===== src/rtl/vram_arbiter.sv =====
// VRAM port arbiter: scanout has absolute priority, the CPU takes any free slot via req/ack.
// Latency: scan 2 cycles (req edge to scan_valid); CPU write ack +1, read ack +3 from the issue edge.
// Backpressure: scan is never stalled; cpu_req waits in IDLE while scan_req is high. Optional VRAM_BLANK_WRITE_EN.
module vram_arbiter #(
    parameter int ADDR_W = 15,
    parameter int DATA_W = 8
) (
    input  logic              clk,
    input  logic              rst,
    input  logic              hVisible,
    input  logic              vVisible,
    input  logic              scan_req,
    input  logic [ADDR_W-1:0] scan_addr,
    output logic              scan_valid,
    output logic [DATA_W-1:0] scan_data,
    input  logic              cpu_req,
    input  logic              cpu_we,
    input  logic [ADDR_W-1:0] cpu_addr,
    input  logic [DATA_W-1:0] cpu_wdata,
    output logic              cpu_ack,
    output logic [DATA_W-1:0] cpu_rdata,
    output logic [ADDR_W-1:0] mem_addr,
    output logic              mem_we,
    output logic [DATA_W-1:0] mem_wdata,
    input  logic [DATA_W-1:0] mem_rdata
);

    typedef enum logic [2:0] {
        IDLE    = 3'd0,
        WR_ACK  = 3'd1,
        RD_WAIT = 3'd2,
        RD_DATA = 3'd3,
        RD_ACK  = 3'd4
    } state_t;

    state_t            state_q, state_d;
    logic [ADDR_W-1:0] mem_addr_q, mem_addr_d;
    logic              mem_we_q, mem_we_d;
    logic [DATA_W-1:0] mem_wdata_q, mem_wdata_d;
    logic [DATA_W-1:0] cpu_rdata_q, cpu_rdata_d;
    logic              scan_p1_q, scan_p2_q;
    logic              wr_gate;

`ifdef VRAM_BLANK_WRITE_EN
    // Writes only during blanking so the visible frame never tears.
    assign wr_gate = !hVisible || !vVisible;
`else
    logic unused_vis;
    assign unused_vis = hVisible & vVisible;
    assign wr_gate    = 1'b1;
`endif

    always_comb begin
        state_d     = state_q;
        mem_addr_d  = mem_addr_q;
        mem_we_d    = 1'b0;
        mem_wdata_d = mem_wdata_q;
        cpu_rdata_d = cpu_rdata_q;

        if (scan_req) begin
            mem_addr_d = scan_addr;
        end

        case (state_q)
            IDLE: begin
                if (cpu_req && !scan_req && (!cpu_we || wr_gate)) begin
                    mem_addr_d = cpu_addr;
                    if (cpu_we) begin
                        mem_we_d    = 1'b1;
                        mem_wdata_d = cpu_wdata;
                        state_d     = WR_ACK;
                    end else begin
                        state_d = RD_WAIT;
                    end
                end
            end
            WR_ACK:  state_d = IDLE;
            RD_WAIT: state_d = RD_DATA;
            RD_DATA: begin
                // mem_rdata here belongs to the CPU address presented last cycle.
                cpu_rdata_d = mem_rdata;
                state_d     = RD_ACK;
            end
            RD_ACK:  state_d = IDLE;
            default: state_d = IDLE;
        endcase
    end

    always_ff @(posedge clk) begin
        if (rst) begin
            state_q     <= IDLE;
            mem_addr_q  <= '0;
            mem_we_q    <= 1'b0;
            mem_wdata_q <= '0;
            cpu_rdata_q <= '0;
            scan_p1_q   <= 1'b0;
            scan_p2_q   <= 1'b0;
        end else begin
            state_q     <= state_d;
            mem_addr_q  <= mem_addr_d;
            mem_we_q    <= mem_we_d;
            mem_wdata_q <= mem_wdata_d;
            cpu_rdata_q <= cpu_rdata_d;
            scan_p1_q   <= scan_req;
            scan_p2_q   <= scan_p1_q;
        end
    end

    assign mem_addr   = mem_addr_q;
    assign mem_we     = mem_we_q;
    assign mem_wdata  = mem_wdata_q;
    assign cpu_rdata  = cpu_rdata_q;
    assign cpu_ack    = (state_q == WR_ACK) || (state_q == RD_ACK);
    assign scan_valid = scan_p2_q;
    assign scan_data  = mem_rdata;

endmodule


===== config.mk =====
export PLATFORM = sky130hd
export DESIGN_NAME = vram_arbiter
export DESIGN_NICKNAME = d
export VERILOG_FILES = /design/src/rtl/vram_arbiter.sv
export SDC_FILE = /design/constraint.sdc
export NUM_CORES = 1
export LEC_CHECK = 0
export ABC_AREA = 1
export CAP_MARGIN = 15
export CORE_MARGIN = 3
export CORE_UTILIZATION = 30
export CTS_BUF_LIST = sky130_fd_sc_hd__clkbuf_16
export DETAILED_ROUTE_END_ITERATION = 8
export PLACE_DENSITY = 0.7
export RECOVER_POWER = 25
export SLEW_MARGIN = 20
export SYNTH_ARGS = -nofsm -noshare
export SYNTH_HDL_FRONTEND = slang
export SYNTH_SLANG_ARGS = --single-unit

===== constraint.sdc =====
create_clock -name clk -period 1.7 [get_ports clk]
set_input_delay 0.255 -clock clk [delete_from_list [all_inputs] [get_ports clk]]
set_output_delay 0.255 -clock clk [all_outputs]
set_load 0.02 [all_outputs]

Yosys cells after proc, flatten, opt, wreduce, memory -nomap -nowiden
Cells that the tools add are included.
{"block": "word_totals", "out_inout_bits": 42, "ff_bits": 37, "in_bits": 53}
{"block": "op_classes", "n_reduce_logical": 6, "mux": 7, "bitwise": 2, "n_eq_ne": 5}
{"op": "$mux 15", "n": 3}
{"op": "$pmux 3 s3", "n": 1}
{"op": "$eq 3x2->1 const B", "n": 2}
{"op": "$eq 3x1->1 const B", "n": 1}
{"op": "$eq 3x3->1 const B", "n": 1}
{"op": "$logic_not 3->1", "n": 1}
{"op": "$mux 3", "n": 1}
{"op": "$reduce_and 3->1", "n": 1}
{"op": "$reduce_or 3->1", "n": 1}
{"op": "$mux 2", "n": 1}
{"op": "$ne 2x2->1 const B", "n": 1}
{"op": "$not 1->1", "n": 2}
{"op": "$logic_and 1x1->1", "n": 1}
{"op": "$logic_not 1->1", "n": 1}
{"op": "$logic_or 1x1->1", "n": 1}
{"op": "$mux 1", "n": 1}

Depth between registers and ports, before layout
Gate-level depths: netlist (run 1).
{"block": "logic_depth", "depth_word": 4, "depth_mapped": 8, "depth_no_buf": 6}

Least setup slack after synthesis (run 1)
OpenSTA, ideal clock, no wires.
{"block": "synth_path", "path_kind": "register to output", "start": "reg state_q[1]", "end": "out cpu_ack", "slack_ps": 555, "n_path_buf": 0, "stages_incl_launch_ff": 4, "arrival_time_ps": 890, "path_cell_list": "dfxtp_1 inv_1 o21ai_0 a21oi_1"}
{"block": "synth_via", "elab_chain_cells": 2}
{"item": "start: declaration", "line": "36", "rtl": "state_t state_q, state_d;"}
{"item": "start signal: assignment", "line": "99", "rtl": "state_q <= state_d;"}
{"item": "$eq 3x1->1 / $eq 3x3->1 (equally long branches)", "line": "113", "rtl": "assign cpu_ack = (state_q == WR_ACK) || (state_q == RD_ACK);"}
{"item": "$logic_or 1x1->1 (*)", "line": "113"}
{"item": "end: declaration", "line": "20", "rtl": "output logic cpu_ack,"}
Mark *: on every way between the ends. The rest lies on a longest branch, timed or not.

Worst setup path in the final report (run 1)
{"block": "layout_path", "start": "in mem_rdata[7]", "end": "out scan_data[7]"}
{"item": "start: declaration", "line": "25", "rtl": "input logic [DATA_W-1:0] mem_rdata"}
{"item": "end: declaration", "line": "15", "rtl": "output logic [DATA_W-1:0] scan_data,"}
No word-level cell between the ends.

==> results of run 1 <==
## flip-flops by register name, indices dropped and copies added, names as in the netlist
name / count
mem_addr: 15
cpu_rdata: 8
mem_wdata: 8
state_q: 3
mem_we: 1
scan_p1_q: 1
scan_valid: 1
## how the worst min path moves through the flow
stage	startpoint	to	slack, ns	cells after the start
3_3_place_gp	scan_p1_q$_SDFF_PP0_	scan_valid$_SDFF_PP0_	0.40	2
3_5_place_dp	scan_p1_q$_SDFF_PP0_	scan_valid$_SDFF_PP0_	0.40	2
6_report	scan_p1_q$_SDFF_PP0_	scan_valid$_SDFF_PP0_	0.41	2
5_1_grt	scan_p1_q$_SDFF_PP0_	scan_valid$_SDFF_PP0_	0.44	2
4_1_cts	scan_p1_q$_SDFF_PP0_	scan_valid$_SDFF_PP0_	0.41	2
2_1_floorplan	rst	scan_valid$_SDFF_PP0_	0.33	1
## worst reg2reg max path, stage by stage (launching register included)
cell and delay [ns]:
dfxtp_1 0.35, clkbuf_1 0.13, nor2_4 0.12, nand2_1 0.19
nor2_8 0.33, nand2_1 0.10, nand2_1 0.08, nor2_1 0.04
## logic make-up (layout without fill, tap and decap cells)
kind of cell / Yosys count / in the layout / share of synthesized area [%]
flip-flops: 37 / 37 / 42.4
AO/OA/AOI/OAI: 11 / 11 / 3.15
buffers and inverters: 43 / 132 / 13.0
AND/OR/NAND/NOR: 171 / 171 / 41.5
## routing by layer
layer	wire length (um)	up-vias	part of all wire (%)
li1	-	939	-
met1	1950	704	44
met2	2160	42	48
met3	269	9	6.0
met4	93	0	2.1
met5	0	-	0
## area by class of cell
type | instances | share of cell area (%)
tap | 72 | 3.20
clock inverter | 3 | 1.33
timing repair buffer | 98 | 34.0
multi-input combinational | 182 | 27.1
clock buffer | 5 | 4.45
inverter | 26 | 3.56
sequential | 37 | 26.3
## per-stage QoR
stage | std cells | hold slack, ns | instance area (um2) | setup slack (ns)
global placement | 415 | 0.400 | 2680 | 0.109
finish | 423 | 0.412 | 2810 | 0.103
floorplan | 262 | 0.326 | 1750 | 0.555
global route | 423 | 0.437 | 2810 | 0.0574
detailed placement | 415 | 0.397 | 2680 | 0.0972
CTS | 423 | 0.413 | 2840 | 0.101
## report_power, final
group	internal (W)	switching, W	total [W]
logic	0.000249	0.000219	0.000468
clock network	0.000681	0.000338	0.00102
registers	0.000914	0.0000221	0.000936
total	0.00184	0.000579	0.00242
## cell usage in the layout (no fill, tap or decap), types with 3 or more instances in the layout
master            n
and2_0            3
buf_4             4
clkbuf_16         5
clkdlybuf4s50_1  90
dfxtp_1          37
inv_1            25
nand2_1          91
nor2_1           68
nor2_4            3
o21ai_0           9
==> impl_metrics.tcl, run 1 <==
set metrics [dict create \
    cp.arrival_ns 1.34 \
    critPathMostFrequentCell "clkdlybuf4s50_1" \
    cp_max_fo 2 \
    syn2layout_area_growth_pct 61.1 \
    r2r_cells 7 \
    maxCapViolCount 0 \
    cp-endpoint "scan_data[7]" \
    yosys_warnings 0 \
    cts_buffer_depth 2 \
    grt_overflow 0 \
    gr-max-usage-layer "met2" \
    synth_seq_cells 37 \
    p_leak_nw 1.30 \
    grt_pass1_vias 1610 \
    r2r_slack_ns 0.27 \
    dr_total_vias 1694 \
    met1_usage_pct 16.0 \
    routed_via_density 4.00 \
    track_usage_pct 13.6 \
    initialDrtViolationCount 38 \
    gp_congestion 0.681 \
    fp-row-count 27 \
    fin_util_pct 50.5 \
    hold_viol 0 \
    worst_pin_slew_ns 0.400 \
    synth_edf_count 0 \
    cp-end-kind "output pin" \
    cp_top_family "buffers and inverters" \
    cp_num_cells 2 \
    crit_buf_inv 2 \
    hold_path_class "register to register" \
    cp_cell_sequence "clkdlybuf4s50_1, clkdlybuf4s50_1" \
    synthTopCellsByCount "nand2_1 (90), nor2_1 (68), dfxtp_1 (37)" \
    clk_pin_slew_ns 0.05 \
    synth-async-reset-ratio_pct 0 \
    status "complete, no violations" \
    fmax_ghz 0.626 \
    synth_top_area_share_pct 42.4 \
    p_total_w 0.00242 \
    boundaryPins 95 \
    ctsResizeCount 1 \
    critPathMaxStageDelay_ns 0.61 \
    die_y_um 82.3 \
    synth_most_common_cell "nand2_1" \
    port_buffers 92 \
    nets 403 \
    antenna_left 0 \
    wl_per_cell_um 10.6 \
    numCtsBuffers 5 \
    multi_input_area_um2 763 \
    wl_mm 4.48 \
    vdd_drop_max_v 0.000441 \
    cts_max_level 2 \
    grt_max_degree 25 \
    fillers 576 \
    yosysTopAreaCell "dfxtp_1" \
    seq_area_um2 741 \
    rsz0062_at_grt "false" \
    firstDrtPassIters 3 \
    diodes 0 \
    gr-usage-met3_pct 3.90 \
    yosysSeqAreaShare_pct 42.4 \
    drv_slew 0 \
    ctsHoldBuffers 0 \
    antenna_found_initial 0 \
    clock-root-buffer "clkbuf_16" \
    post-cts-setup-buffers 0 \
    postSynthCellCount 262 \
    finalClockSkew_ns 0.00416 \
    p_per_area_nw_per_um2 861 \
    crit_path_start_kind "input port" \
    grtUsageMet2_pct 22.7 \
    place_hpwl_mm 3.30 \
    cts_tree "done" \
    reg2reg_from "state_q[2]$_SDFFE_PP0P_" \
    synthFlopType "dfxtp_1" \
    setup_viol 0 \
    start_util_pct 31.3 \
    maxSlewHeadroom_pct 73.3 \
    final.setup.tns_ns 0 \
    synth_nets 315 \
    die_w_um 82.3 \
    drive_gt1_share_pct 4.84 \
    critPathLaunch "mem_rdata[7]" \
    setup.worst_path.class "input port to output pin" \
    cp.required_ns 1.44 \
    coreArea_um2 5570 \
    cp_slowest_cell "clkdlybuf4s50_1" \
    dieArea_um2 6770 \
    syn-cell-area_um2 1750 \
    grt_pass1_wl_mm 7.11 \
    period_needed_ns 1.60 \
    worstSkewPairLatency_ns 0.28 \
    ys_top_cells_by_area "dfxtp_1 (42%), nand2_1 (19%), nor2_1 (15%)" \
    r2r_end "mem_addr[0]$_SDFF_PP0_" \
    ys_types 21 \
    syn_avg_cell_area_um2 6.67 \
    cts_sinks 37 \
    drcViolationCount 0 \
    fin_crit_sh_pct 93.9 \
]
Note: power is estimated with default switching activity, not from simulation.
==> run 2: changes to the inputs <==
--- a/config.mk
+++ b/config.mk
@@ -6,14 +6,15 @@
 export NUM_CORES = 1
 export LEC_CHECK = 0
 export ABC_AREA = 1
-export CAP_MARGIN = 15
+export CAP_MARGIN = 40
 export CORE_MARGIN = 3
-export CORE_UTILIZATION = 30
+export CORE_UTILIZATION = 42
 export CTS_BUF_LIST = sky130_fd_sc_hd__clkbuf_16
 export DETAILED_ROUTE_END_ITERATION = 8
-export PLACE_DENSITY = 0.7
+export PLACE_DENSITY = 0.91
 export RECOVER_POWER = 25
 export SLEW_MARGIN = 20
 export SYNTH_ARGS = -nofsm -noshare
 export SYNTH_HDL_FRONTEND = slang
 export SYNTH_SLANG_ARGS = --single-unit
+export TNS_END_PERCENT = 5
==> run 2 against run 1 <==
Against the previous run:
- combinational power is 1% higher
- utilization is 22 points higher
- non-clock buffer count is 2 higher
- hold slack worse by 0.0059 ns
- cell area is 1.7% lower
- flip-flop and latch count stayed put
- sequential power hardly changed
- critical path depth stayed put
- via count is 4.0% higher
- highest routed layer unchanged
==> impl_metrics.tcl, run 2 (synthesized netlist as in run 1, its figures left out) <==
set metrics [dict create \
    drive_gt1_share_pct 4.83 \
    critPathMaxStageDelay_ns 0.61 \
    cts_max_level 2 \
    hold_ws_ns 0.406 \
    clk_pin_slew_ns 0.05 \
    wl_mm 4.44 \
    antenna_left 0 \
    vdd_drop_max_v 0.000535 \
    met1_length_mm 1.87 \
    cts_sinks 37 \
    finalClockSkew_ns 0.00222 \
    grt_pass1_wl_mm 7.28 \
    cp_max_fo 2 \
    grt_overflow 0 \
    cp-end-kind "output pin" \
    hold_path_class "register to register" \
    drv_slew 0 \
    grt_pass1_vias 1692 \
    p_leak_nw 1.30 \
    cp.required_ns 1.44 \
    antenna_found_initial 0 \
    fmax_ghz 0.620 \
    critPathMostFrequentCell "clkdlybuf4s50_1" \
    final.setup.tns_ns 0 \
    cp_slowest_cell "clkdlybuf4s50_1" \
    rsz0062_at_grt "false" \
    top_layer_used "met4" \
    wl_met2_mm 2.24 \
    setup_viol 0 \
    post-cts-setup-buffers 0 \
    drcViolationCount 0 \
    die_w_um 70.5 \
    place_hpwl_mm 3.36 \
    hold_viol 0 \
    dr_total_vias 1761 \
    crit_path_start_kind "input port" \
    initialDrtViolationCount 41 \
    syn2layout_area_growth_pct 58.3 \
    cp.arrival_ns 1.36 \
    wl_per_cell_um 11.1 \
    largest_reg_flops 15 \
    cp_cell_sequence "clkdlybuf4s50_1, clkdlybuf4s50_1" \
    dieArea_um2 4970 \
    final_cell_mix "nand2_1 (91), clkdlybuf4s50_1 (90), nor2_1 (68), dfxtp_1 (37), inv_1 (25)" \
    firstDrtPassIters 4 \
    maxSlewHeadroom_pct 58.6 \
    gp_congestion 0.779 \
    worstSkewPairLatency_ns 0.27 \
    cts_tree "done" \
    diodes 0 \
    maxCapViolCount 0 \
    track_usage_pct 18.1 \
    fp-row-count 22 \
    wl_met3_um 235 \
    p_per_area_nw_per_um2 810 \
    period_needed_ns 1.61 \
    coreArea_um2 3830 \
    start_util_pct 45.7 \
    cp_top_family "buffers and inverters" \
    final_common_cell "nand2_1" \
    numCtsBuffers 5 \
    status "complete, no violations" \
    worst_pin_slew_ns 0.620 \
    port_buffers 92 \
    setup.worst_path.class "input port to output pin" \
    boundaryPins 95 \
    fin_crit_sh_pct 94.9 \
    die_y_um 70.5 \
    nets 405 \
    crit_buf_inv 2 \
    routed_via_density 4.40 \
    cts_buffer_depth 2 \
    grt_max_degree 25 \
    clock-root-buffer "clkbuf_16" \
]
run 2: through the flow:
step / util [%] / total power (W) / setup WS, ns / cells / area (um2)
floorplan: - / 0.00120 / 0.555 / 262 / 1750
global placement: 69.6 / 0.00143 / 0.109 / 393 / 2660
detailed placement: 69.6 / 0.00144 / 0.0809 / 393 / 2660
CTS: 73.0 / 0.00228 / 0.0803 / 400 / 2790
global route: 72.3 / 0.00235 / 0.0232 / 400 / 2770
finish: 72.3 / 0.00224 / 0.0863 / 400 / 2770
run 2: metal layers:
metal	vias up	global-route usage (%)
met5	-	0
met2	44	31.9
li1	944	-
met1	762	20.4
met4	0	8.09
met3	11	4.46
run 2: timing repair:
action / CTS / global route
hold endpoints to repair: 0 / 0
gates resized for setup: 1 / 0
endpoints found under the setup margin: 1 / 0
hold buffers: 0 / 0
run 2: final cells by class:
class / count / area, um2
fillers: 319 / 1060
repair buffers: 100 / 968
multi-input cells: 182 / 763
flip-flops and latches: 37 / 741
clock buffers: 5 / 125
inverters: 26 / 100
well taps: 48 / 60.1
clock inverters: 2 / 7.51
run 2: power by group:
group          switching (W)  total, W  internal [W]
combinational       0.000223  0.000473      0.000250
clock               0.000307  0.000830      0.000523
sequential         0.0000223  0.000937      0.000914
total               0.000553   0.00224       0.00169
run 2: path summary, 6_finish.rpt:
path,from,endpoint,slack [ns],cells after the start
worst min register to register,scan_p1_q$_SDFF_PP0_,scan_valid$_SDFF_PP0_,0.41,2
worst max-delay path,mem_rdata[5],scan_data[5],0.09,2
worst min-delay path,scan_p1_q$_SDFF_PP0_,scan_valid$_SDFF_PP0_,0.41,2
worst max register to register,state_q[2]$_SDFFE_PP0P_,mem_wdata[4]$_SDFFE_PP0P_,0.22,7
